===== src/rtl/ram_loader_pkg.sv =====
`default_nettype none
// ============================================================================
// Module      : eater_pkg
// Description : Shared constants and state encoding for the program-RAM
//               loader.
//               Contents:
//                 ADDR_W, DATA_W, MEM_DEPTH : RAM geometry.
//                 PTR_W                     : pointer width. One bit wider
//                                             than the address so that a
//                                             full 16-byte load can count
//                                             to 16.
//                 loader_state_e            : loader FSM states.
//                 sat_len()                 : maps a requested length to the
//                                             effective byte count.
// Revision    : 1.0 - initial release
// ============================================================================
package eater_pkg;

  localparam int ADDR_W    = 4;
  localparam int DATA_W    = 8;
  localparam int MEM_DEPTH = 16;
  localparam int PTR_W     = ADDR_W + 1;

  typedef enum logic [2:0] {
    IDLE   = 3'd0,
    LOAD   = 3'd1,
    DRAIN  = 3'd2,
    VERIFY = 3'd3,
    CHECK  = 3'd4,
    DONE   = 3'd5,
    ERROR  = 3'd6
  } loader_state_e;

  // A requested length of 0, or any length beyond the RAM depth, means a
  // full-depth load.
  function automatic logic [PTR_W-1:0] sat_len(input logic [PTR_W-1:0] len);
    if ((len == '0) || (len > PTR_W'(MEM_DEPTH))) begin
      return PTR_W'(MEM_DEPTH);
    end
    return len;
  endfunction

endpackage
`default_nettype wire


===== src/rtl/ram_loader_if.sv =====
`default_nettype none
// ============================================================================
// Module      : ram_loader_if
// Description : Bundles the byte stream and the program-RAM pins of the
//               loader.
//               Signals:
//                 s_data, s_valid, s_ready : byte stream handshake.
//                 mem_address              : RAM address.
//                 ri                       : RAM write enable.
//                 ro                       : RAM read enable.
//                 mem_wdata                : RAM write data.
//                 mem_rdata                : RAM read data.
//               Modports:
//                 master : the loader side.
//                 slave  : the stream source and RAM side.
// Revision    : 1.0 - initial release
// ============================================================================
interface ram_loader_if;
  import eater_pkg::*;

  logic [DATA_W-1:0] s_data;
  logic              s_valid;
  logic              s_ready;
  logic [ADDR_W-1:0] mem_address;
  logic              ri;
  logic              ro;
  logic [DATA_W-1:0] mem_wdata;
  logic [DATA_W-1:0] mem_rdata;

  modport master (
    input  s_data, s_valid, mem_rdata,
    output s_ready, mem_address, ri, ro, mem_wdata
  );

  modport slave (
    output s_data, s_valid, mem_rdata,
    input  s_ready, mem_address, ri, ro, mem_wdata
  );

endinterface
`default_nettype wire


===== src/rtl/ram_loader_byte_sum.sv =====
`default_nettype none
// ============================================================================
// Module      : byte_sum
// Description : Clearable 8-bit accumulator that wraps modulo 256.
//               Ports:
//                 clk, rst_n : clock, asynchronous active-low reset.
//                 i_clr      : synchronous clear. Takes priority over i_en.
//                 i_en       : adds i_din to the running sum.
//                 i_din      : byte to add.
//                 o_sum      : current sum.
// Revision    : 1.0 - initial release
// ============================================================================
module byte_sum
  import eater_pkg::*;
(
  input  wire logic              clk,
  input  wire logic              rst_n,
  input  wire logic              i_clr,
  input  wire logic              i_en,
  input  wire logic [DATA_W-1:0] i_din,
  output logic      [DATA_W-1:0] o_sum
);

  logic [DATA_W-1:0] r_sum;

  always_ff @(posedge clk or negedge rst_n) begin
    if (!rst_n) begin
      r_sum <= '0;
    end else if (i_clr) begin
      r_sum <= '0;
    end else if (i_en) begin
      r_sum <= r_sum + i_din;
    end
  end

  assign o_sum = r_sum;

endmodule
`default_nettype wire


===== src/rtl/ram_loader.sv =====
`default_nettype none
// ============================================================================
// Module      : ram_loader
// Description : Fills the program RAM from a byte stream, reads it back, and
//               compares a modulo-256 sum of the written bytes against the
//               sum of the bytes read back. The CPU is held in reset while
//               the loader owns the RAM.
//               Ports:
//                 clk, rst_n : clock, asynchronous active-low reset.
//                 start      : load request. Ignored while busy.
//                 load_len   : byte count. 0, or any value above 16, means 16.
//                 bus        : stream and RAM pins (master modport).
//                 busy       : loader owns the RAM.
//                 cpu_hold   : CPU reset hold. Equal to busy.
//                 done       : sticky "load verified" flag.
//                 error      : sticky "checksum mismatch" flag.
// Revision    : 1.0 - initial release
// ============================================================================
module ram_loader
  import eater_pkg::*;
(
  input  wire logic            clk,
  input  wire logic            rst_n,
  input  wire logic            start,
  input  wire logic [ADDR_W:0] load_len,
  ram_loader_if.master         bus,
  output logic                 busy,
  output logic                 cpu_hold,
  output logic                 done,
  output logic                 error
);

  loader_state_e     r_state, w_state;
  logic [PTR_W-1:0]  r_len,   w_len;
  logic [PTR_W-1:0]  r_wptr,  w_wptr;
  logic [PTR_W-1:0]  r_rptr,  w_rptr;
  logic [ADDR_W-1:0] r_addr,  w_addr;
  logic [DATA_W-1:0] r_wdata, w_wdata;
  logic              r_ri,    w_ri;
  logic              r_done,  w_done;
  logic              r_error, w_error;

  logic              w_start_ok;
  logic              w_xfer;
  logic              w_verify;
  logic [PTR_W-1:0]  w_wptr_inc;
  logic [PTR_W-1:0]  w_rptr_inc;
  logic [DATA_W-1:0] w_lsum;
  logic [DATA_W-1:0] w_vsum;

  assign w_start_ok = start && ((r_state == IDLE) || (r_state == DONE) ||
                                (r_state == ERROR));
  assign w_xfer     = (r_state == LOAD) && bus.s_valid;
  assign w_verify   = (r_state == VERIFY);
  assign w_wptr_inc = r_wptr + PTR_W'(1);
  assign w_rptr_inc = r_rptr + PTR_W'(1);

  // --------------------------------------------------------------------------
  // Running sums of the bytes written and of the bytes read back.
  // --------------------------------------------------------------------------
  byte_sum u_lsum (
    .clk   (clk),
    .rst_n (rst_n),
    .i_clr (w_start_ok),
    .i_en  (w_xfer),
    .i_din (bus.s_data),
    .o_sum (w_lsum)
  );

  byte_sum u_vsum (
    .clk   (clk),
    .rst_n (rst_n),
    .i_clr (w_start_ok),
    .i_en  (w_verify),
    .i_din (bus.mem_rdata),
    .o_sum (w_vsum)
  );

  // --------------------------------------------------------------------------
  // Register bank
  // --------------------------------------------------------------------------
  always_ff @(posedge clk or negedge rst_n) begin
    if (!rst_n) begin
      r_state <= IDLE;
      r_len   <= '0;
      r_wptr  <= '0;
      r_rptr  <= '0;
      r_addr  <= '0;
      r_wdata <= '0;
      r_ri    <= 1'b0;
      r_done  <= 1'b0;
      r_error <= 1'b0;
    end else begin
      r_state <= w_state;
      r_len   <= w_len;
      r_wptr  <= w_wptr;
      r_rptr  <= w_rptr;
      r_addr  <= w_addr;
      r_wdata <= w_wdata;
      r_ri    <= w_ri;
      r_done  <= w_done;
      r_error <= w_error;
    end
  end

  // --------------------------------------------------------------------------
  // Next-state and next-register logic
  // --------------------------------------------------------------------------
  always_comb begin
    w_state = r_state;
    w_len   = r_len;
    w_wptr  = r_wptr;
    w_rptr  = r_rptr;
    w_addr  = r_addr;
    w_wdata = r_wdata;
    w_ri    = 1'b0;       // a write pulse lasts exactly one cycle per transfer
    w_done  = r_done;
    w_error = r_error;

    case (r_state)
      IDLE, DONE, ERROR: begin
        if (w_start_ok) begin
          w_state = LOAD;
          w_len   = sat_len(load_len);
          w_wptr  = '0;
          w_rptr  = '0;
          w_done  = 1'b0;
          w_error = 1'b0;
        end
      end

      LOAD: begin
        if (w_xfer) begin
          w_ri    = 1'b1;
          w_addr  = r_wptr[ADDR_W-1:0];
          w_wdata = bus.s_data;
          w_wptr  = w_wptr_inc;
          if (w_wptr_inc == r_len) begin
            w_state = DRAIN;
          end
        end
      end

      // Lets the final write pulse finish before reads start on the RAM.
      DRAIN: begin
        w_rptr  = '0;
        w_state = VERIFY;
      end

      VERIFY: begin
        w_rptr = w_rptr_inc;
        if (w_rptr_inc == r_len) begin
          w_state = CHECK;
        end
      end

      CHECK: begin
        if (w_lsum == w_vsum) begin
          w_state = DONE;
          w_done  = 1'b1;
        end else begin
          w_state = ERROR;
          w_error = 1'b1;
        end
      end

      default: begin
        w_state = IDLE;
      end
    endcase
  end

  // --------------------------------------------------------------------------
  // Outputs
  // --------------------------------------------------------------------------
  // During readback the address follows the read pointer directly. At all
  // other times it holds the address of the last write.
  assign bus.s_ready     = (r_state == LOAD);
  assign bus.ro          = w_verify;
  assign bus.mem_address = w_verify ? r_rptr[ADDR_W-1:0] : r_addr;
  assign bus.ri          = r_ri;
  assign bus.mem_wdata   = r_wdata;

  assign busy     = (r_state == LOAD) || (r_state == DRAIN) ||
                    (r_state == VERIFY) || (r_state == CHECK);
  assign cpu_hold = busy;
  assign done     = r_done;
  assign error    = r_error;

endmodule
`default_nettype wire


===== src/flat_wrapper.sv =====
// flat-port wrapper written by rule: the top's interface ports become plain ports
module ram_loader_flat import eater_pkg::*;
  (clk, rst_n, start, load_len, busy, cpu_hold, done, error, bus_s_data, bus_s_valid, bus_mem_rdata, bus_s_ready, bus_mem_address, bus_ri, bus_ro, bus_mem_wdata);
  ram_loader_if bus_i ();
  input  wire logic clk;
  input  wire logic rst_n;
  input  wire logic start;
  input  wire logic [ADDR_W:0] load_len;
  output logic busy;
  output logic cpu_hold;
  output logic done;
  output logic error;
  input wire logic [$bits(bus_i.s_data)-1:0] bus_s_data;
  input wire logic [$bits(bus_i.s_valid)-1:0] bus_s_valid;
  input wire logic [$bits(bus_i.mem_rdata)-1:0] bus_mem_rdata;
  output wire logic [$bits(bus_i.s_ready)-1:0] bus_s_ready;
  output wire logic [$bits(bus_i.mem_address)-1:0] bus_mem_address;
  output wire logic [$bits(bus_i.ri)-1:0] bus_ri;
  output wire logic [$bits(bus_i.ro)-1:0] bus_ro;
  output wire logic [$bits(bus_i.mem_wdata)-1:0] bus_mem_wdata;
  assign bus_i.s_data = bus_s_data;
  assign bus_i.s_valid = bus_s_valid;
  assign bus_i.mem_rdata = bus_mem_rdata;
  assign bus_s_ready = bus_i.s_ready;
  assign bus_mem_address = bus_i.mem_address;
  assign bus_ri = bus_i.ri;
  assign bus_ro = bus_i.ro;
  assign bus_mem_wdata = bus_i.mem_wdata;
  ram_loader u_core (.clk(clk), .rst_n(rst_n), .start(start), .load_len(load_len), .bus(bus_i), .busy(busy), .cpu_hold(cpu_hold), .done(done), .error(error));
endmodule

===== config.mk =====
export PLATFORM = sky130hd
export DESIGN_NAME = ram_loader_flat
export DESIGN_NICKNAME = d
export VERILOG_FILES = /design/src/rtl/ram_loader_pkg.sv /design/src/rtl/ram_loader_if.sv /design/src/rtl/ram_loader_byte_sum.sv /design/src/rtl/ram_loader.sv /design/src/flat_wrapper.sv
export SDC_FILE = /design/constraint.sdc
export NUM_CORES = 1
export LEC_CHECK = 0
export ABC_CLOCK_PERIOD_IN_PS = 3700
export CORE_ASPECT_RATIO = 0.5
export CORE_MARGIN = 4
export CORE_UTILIZATION = 40
export DETAILED_ROUTE_END_ITERATION = 16
export GPL_ROUTABILITY_DRIVEN = 0
export GPL_TIMING_DRIVEN = 1
export PLACE_DENSITY_LB_ADDON = 0.08
export SYNTH_ARGS = -nofsm -noshare
export SYNTH_HDL_FRONTEND = slang
export SYNTH_HIERARCHICAL = 1
export SYNTH_SLANG_ARGS = --single-unit

===== constraint.sdc =====
create_clock -name clk -period 3.7 [get_ports clk]
set_clock_uncertainty 0.15 [all_clocks]
set_input_delay 0.37 -clock clk [delete_from_list [all_inputs] [get_ports clk]]
set_output_delay 0.37 -clock clk [all_outputs]
set_load 0.02 [all_outputs]

==> flow_summary.toml, run 1 <==
[synth]
synth_area_leaders = "dfrtp_1, nand2_1, xnor2_1, ha_1, mux2i_1"
synth.avg_cell_area_sq_um = 9.437
synth_nets = 385
yosysTopAreaCell = "dfrtp_1"
yosys_warnings = 6
synthCells = 341
yosys_most_used_dff = "dfrtp_1"
async_flop_share_pct = 100.0
syn-cell-area_sq_mm = 0.003218
ys_seq_area_share_pct = 38.10
synth-seq-cells = 49
yosysTopAreaCellShare_pct = 38.10
ys_types = 58
synth-edff-count = 0

[layout]
fill_cells = 704
drive_gt1_share_pct = 8.115
seq_area_sq_mm = 0.001226
multiInputGateArea_sq_mm = 0.001892
antenna_cells = 0
fin_area_sq_mm = 0.003935
final_cells = 490
postLayoutCoreUtil_pct = 51.98
final_nets = 425
area_growth_syn_to_layout_pct = 22.28

[sta]
period_share_pct = 80.67
relSlewSlack_pct = 55.87
timing.fmax_mhz = 335.0
hold_viol = 0
fin_hold_ws_ns = 0.3260
rsz0062_at_grt = "no"
drv_slew = 0
fin_crit_ns = 2.985
worst_pin_slew_ns = 0.6619
setup_violations = 0
layout_setup_ws_ns = 0.7151
fin_setup_tns_ns = 0

[pwr]
p_switching_mw = 1.411
intPower_mw = 2.085
power_density_mw_per_mm2 = 888.5
seqPwrFrac_pct = 30.7
power_mw = 3.496
p_clk_share_pct = 16.9
p_sw_share_pct = 40.37
leakage_nw = 1.741
irDropWorstVdd_v = 0.0002740
comb_power_share_pct = 52.4

[place]
place_ws_ns = 0.7400
placed_area_sq_mm = 0.003735
io_buffers = 43
dp_hpwl_microns = 5672
placedCellCount = 481

[clock_tree]
cts_buffers = 5
cts_resized = 0
cts_tree = "done"
cts_root_buf = "clkbuf_16"
cts_setup_buffers = 0
insertion_delay_ns = 0.30
path_clk_slew_ns = 0.06
cts_sinks = 49
htreeDepth = 2
clk_path_buf_depth = 2

[die]
die_area_sq_mm = 0.009632
fp.dieH_microns = 71.43
io_pins = 44
initial_core_util_pct = 42.51
rows = 22
fp.dieW_microns = 134.9
core_area_sq_mm = 0.007570

[route]
via_per_inst = 5.235
via_count = 2565
drt_pass1_iterations = 4
drc = 0
ant_nets = 0
wl_microns = 7564
drtIter0Drc = 150
wl_per_cell_microns = 15.44

[global_route]
grt_max_degree = 30
grt_pass1_vias = 2604
grt_antenna_before_repair = 0
grtUsageTotal_pct = 16.67
grt_overflow_total = 0
grt_pass1_wl_microns = 12820

[job]
maxCapViolCount = 0

[setup_path]
start_kind = "flip-flop"
end_kind = "output pin"
crit_type = "flip-flop to output pin"
worst-path-max-fanout = 19
reg2regPathDepth = 6
crit_arrival_ns = 2.46
critPathRequiredTime_ns = 3.18

[worst_hold_path]
hold_depth = 2
hold_class = "flip-flop to flip-flop"

[run_status]
outcome = "finished clean"
-- cell usage in the layout, fill, tap and decap left out, types with 5 or more instances in the layout --
master           synthesis  final
dfrtp_1                 49     49
a21o_1                   5      5
inv_1                    6      6
mux2i_1                 12     12
ha_1                    17     17
xnor2_1                 26     26
xor2_1                   8      8
nor2_1                  22     22
clkbuf_16                0      5
a21oi_1                  8      8
mux2_2                   5      5
nand3_1                 13     13
nand2_1                 62     62
o21ai_0                 16     16
nand2b_1                 5      5
clkdlybuf4s50_1          0     42
o211ai_1                 5      5
-- worst max-delay path, cell delays in order, from the launching register on --
cell and delay [ns]:
dfrtp_1 0.72, nor2b_1 0.24, nand2_1 0.22, inv_1 0.11, buf_4 0.23, clkdlybuf4s50_1 0.64
-- routing by layer --
layer / share of wire, % / track usage, % / wire (microns)
met1: 47 / 21.22 / 3555
met2: 47 / 28.56 / 3552
met3: 4.7 / 4.067 / 359
met4: 1.3 / 4.740 / 95
met5: 0 / 0 / 0
-- path summary, 6_finish.rpt --
check	start	endpoint	slack, ns
min in group asynchronous	rst_n	u_core/r_len[1]	0.49
max reg2reg	u_core/r_state[1]	u_core/u_lsum/o_sum[6]	0.77
max	u_core/r_state[1]	bus_ro	0.72
min reg2reg	u_core/r_addr[0]	u_core/r_addr[0]	0.33
max in group asynchronous	rst_n	u_core/r_addr[0]	2.16
min	u_core/r_addr[0]	u_core/r_addr[0]	0.33
-- synth_stat cells, types with 3 or more instances --
cell,instances
a211o_1,3
a211oi_1,4
a21o_1,5
a21oi_1,8
a22o_1,4
buf_2,5
clkbuf_1,6
dfrtp_1,49
ha_1,17
inv_1,6
mux2_2,5
mux2i_1,12
nand2_1,62
nand2b_1,5
nand3_1,13
nor2_1,22
nor3_1,4
nor4b_1,3
o211ai_1,5
o21ai_0,16
o21ai_1,3
xnor2_1,26
xor2_1,8
-- sequential cells by signal (all words and copies together) (netlist names) --
signal,count
u_core/u_lsum/o_sum,8
u_core/r_wptr,5
u_core/done,1
u_core/u_vsum/o_sum,8
u_core/r_state,3
u_core/r_len,5
u_core/r_rptr,5
u_core/bus.mem_wdata,8
u_core/error,1
u_core/r_addr,4
u_core/bus.ri,1
-- power groups by stage --
stage | combinational (mW) | sequential, mW | clock (mW)
3_3_place_gp | 1.79 | 1.07 | 0
5_1_grt | 2.04 | 1.11 | 0.629
4_1_cts | 1.85 | 1.07 | 0.607
6_report | 1.83 | 1.07 | 0.592
2_1_floorplan | 1.38 | 1.01 | 0
3_5_place_dp | 1.84 | 1.08 | 0
-- cells by family after synthesis --
logic type                 synth area share (%)
and+or+nand+nor                           19.91
AOI/OAI and AO/OA                         14.85
DFF                                       38.10
xor gates and xnor gates                  9.759
buffers and inverters                     3.110
muxes                                     6.415
adders and majority gates                 7.854
-- timing repair --
item / 4_1_cts / 5_1_grt
endpoints found under the hold margin: 28 / 0
hold buffers: 1 / 0
endpoints found under the setup margin: 0 / 0
-- layout make-up --
cell class	instances	area share, %
multi-input combinational	270	48.08
sequential	49	31.16
timing repair buffer	48	11.83
tap	108	3.434
clock buffer	5	3.180
clock inverter	3	1.653
inverter	7	0.6677
Note: power is estimated with default switching activity, not from simulation.
==> run 2: changes to the inputs <==
--- a/config.mk
+++ b/config.mk
@@ -5,7 +5,7 @@
 export SDC_FILE = /design/constraint.sdc
 export NUM_CORES = 1
 export LEC_CHECK = 0
-export ABC_CLOCK_PERIOD_IN_PS = 3700
+export ABC_CLOCK_PERIOD_IN_PS = 2810
 export CORE_ASPECT_RATIO = 0.5
 export CORE_MARGIN = 4
 export CORE_UTILIZATION = 40
==> constraint.sdc (replaced) <==
create_clock -name clk -period 2.81 [get_ports clk]
set_clock_uncertainty 0.15 [all_clocks]
set_input_delay 0.281 -clock clk [delete_from_list [all_inputs] [get_ports clk]]
set_output_delay 0.281 -clock clk [all_outputs]
set_load 0.02 [all_outputs]
==> run 2 against run 1 <==
Setup slack got worse by 0.61 ns. Core utilization rose by 0.41 points. Largest power group unchanged. Critical endpoint is now bus_mem_address[1]. Sequential power rose by 29%. Hold slack lost 0.059 ns. Power up 30%.
==> flow_summary.toml, run 2 (synthesized netlist as in run 1, its figures left out) <==
[clock_tree]
cts_root_buf = "clkbuf_16"
cts_sinks = 49
cts_tree = "done"
insertion_delay_ns = 0.29
cts_resized = 0
cts_buffers = 5
htreeDepth = 2
path_clk_slew_ns = 0.07
clk_path_buf_depth = 2

[die]
rows = 22
die_area_sq_mm = 0.009632
fp.dieW_microns = 134.9
io_pins = 44
core_area_sq_mm = 0.007570
initial_core_util_pct = 42.51
fp.dieH_microns = 71.43

[layout]
area_growth_syn_to_layout_pct = 23.25
multiInputGateArea_sq_mm = 0.001903
mostFrequentLayoutCell = "nand2_1"
drive_gt1_share_pct = 9.302
seq_area_sq_mm = 0.001226
layout_common_cells = "nand2_1, dfrtp_1, clkdlybuf4s50_1"
final_nets = 430
fill_cells = 696
antenna_cells = 0
fin_area_sq_mm = 0.003966

[sta]
rsz0062_at_grt = "no"
timing.fmax_mhz = 369.2
setup_violations = 0
hold_viol = 0
fin_crit_ns = 2.708
relSlewSlack_pct = 57.96
fin_setup_tns_ns = 0
worst_pin_slew_ns = 0.6300
layout_setup_ws_ns = 0.1018
period_share_pct = 96.38
drv_slew = 0

[run_status]
outcome = "finished clean"

[setup_path]
worst-path-max-fanout = 14
path_cells = "nor2b_1 > nand2_1 > mux2_2 > clkdlybuf4s50_1"
crit_path_top_delay_cell = "dfrtp_1"
end_kind = "output pin"
cp-startpoint = "u_core/r_state[2]"
crit_arrival_ns = 2.28
critPathBufInv = 1
crit_type = "flip-flop to output pin"
start_kind = "flip-flop"
crit_family = "flip-flops"
cpPeakStageDelay_ns = 0.65
critPathRequiredTime_ns = 2.38
r2r-start = "u_core/r_rptr[1]"

[route]
via_per_inst = 5.121
via_count = 2535
wl_per_cell_microns = 14.60
wl_microns = 7225
ant_nets = 0
drtIter0Drc = 115
drc = 0
drt_pass1_iterations = 4

[global_route]
grt_pass1_vias = 2622
grt_pass1_wl_microns = 12790
grt_max_degree = 37
grtUsageTotal_pct = 16.41
grt_overflow_total = 0
grt_antenna_before_repair = 0

[place]
place_ws_ns = 0.2529
io_buffers = 43
dp_hpwl_microns = 5567
placed_area_sq_mm = 0.003784

[job]
maxCapViolCount = 0

[pwr]
power_density_mw_per_mm2 = 1147
power_mw = 4.551
irDropWorstVdd_v = 0.0005372
leakage_nw = 1.757

[worst_hold_path]
hold_class = "input pin to asynchronous set/reset pin"
-- run 2: per-layer routing --
layer / GRT usage, % / wire length, microns
met1: 22.55 / 3592
met2: 26.45 / 3282
met3: 3.506 / 266
met4: 4.515 / 82
met5: 0 / 0
-- run 2: worst register-to-register path: cells and delay by family (launching register included) --
kind / cells / cell delay [ns]
xor+xnor: 2 / 0.28
simple gates: 1 / 0.54
compound gates: 1 / 0.42
fa+ha+maj: 1 / 0.24
mux: 1 / 0.25
flops: 1 / 0.44
-- run 2: path summary, 6_finish.rpt --
kind	end	slack, ns	cells after the start
min in group clk	u_core/bus.mem_wdata[6]	0.33	2
max in group asynchronous	u_core/bus.mem_wdata[0]	1.45	3
min	u_core/bus.mem_wdata[5]	0.27	2
min reg2reg	u_core/bus.mem_wdata[6]	0.33	2
max reg2reg	u_core/r_state[0]	0.39	6
max	bus_mem_address[1]	0.10	4
-- run 2: cell type report --
| cell class | count | share of cell area [%] |
|---|---|---|
| inverter | 7 | 0.6625 |
| multi-input combinational | 270 | 47.98 |
| sequential | 49 | 30.91 |
| timing repair buffer | 53 | 12.68 |
| tap | 108 | 3.407 |
| clock buffer | 7 | 3.596 |
| clock inverter | 1 | 0.7571 |
-- run 2: what timing repair did --
item | CTS | global route
hold buffers | 1 | 0
endpoints found under the hold margin | 13 | 0
setup endpoints to repair | 0 | 0
setup buffers | 0 | 0
-- run 2: metrics by stage --
stage,instances,utilization [%],hold WS (ns)
after floorplan,341,-,-0.1646
after global placement,486,49.98,0.05182
after detailed placement,486,49.98,0.06160
after CTS,495,52.40,0.2871
after global routing,495,52.40,0.3212
final,495,52.40,0.2670
-- run 2: report_power, final --
group          switching [mW]  internal, mW
logic                    1.21          1.25
registers               0.364          1.01
clock network           0.266         0.445
total                    1.84          2.71
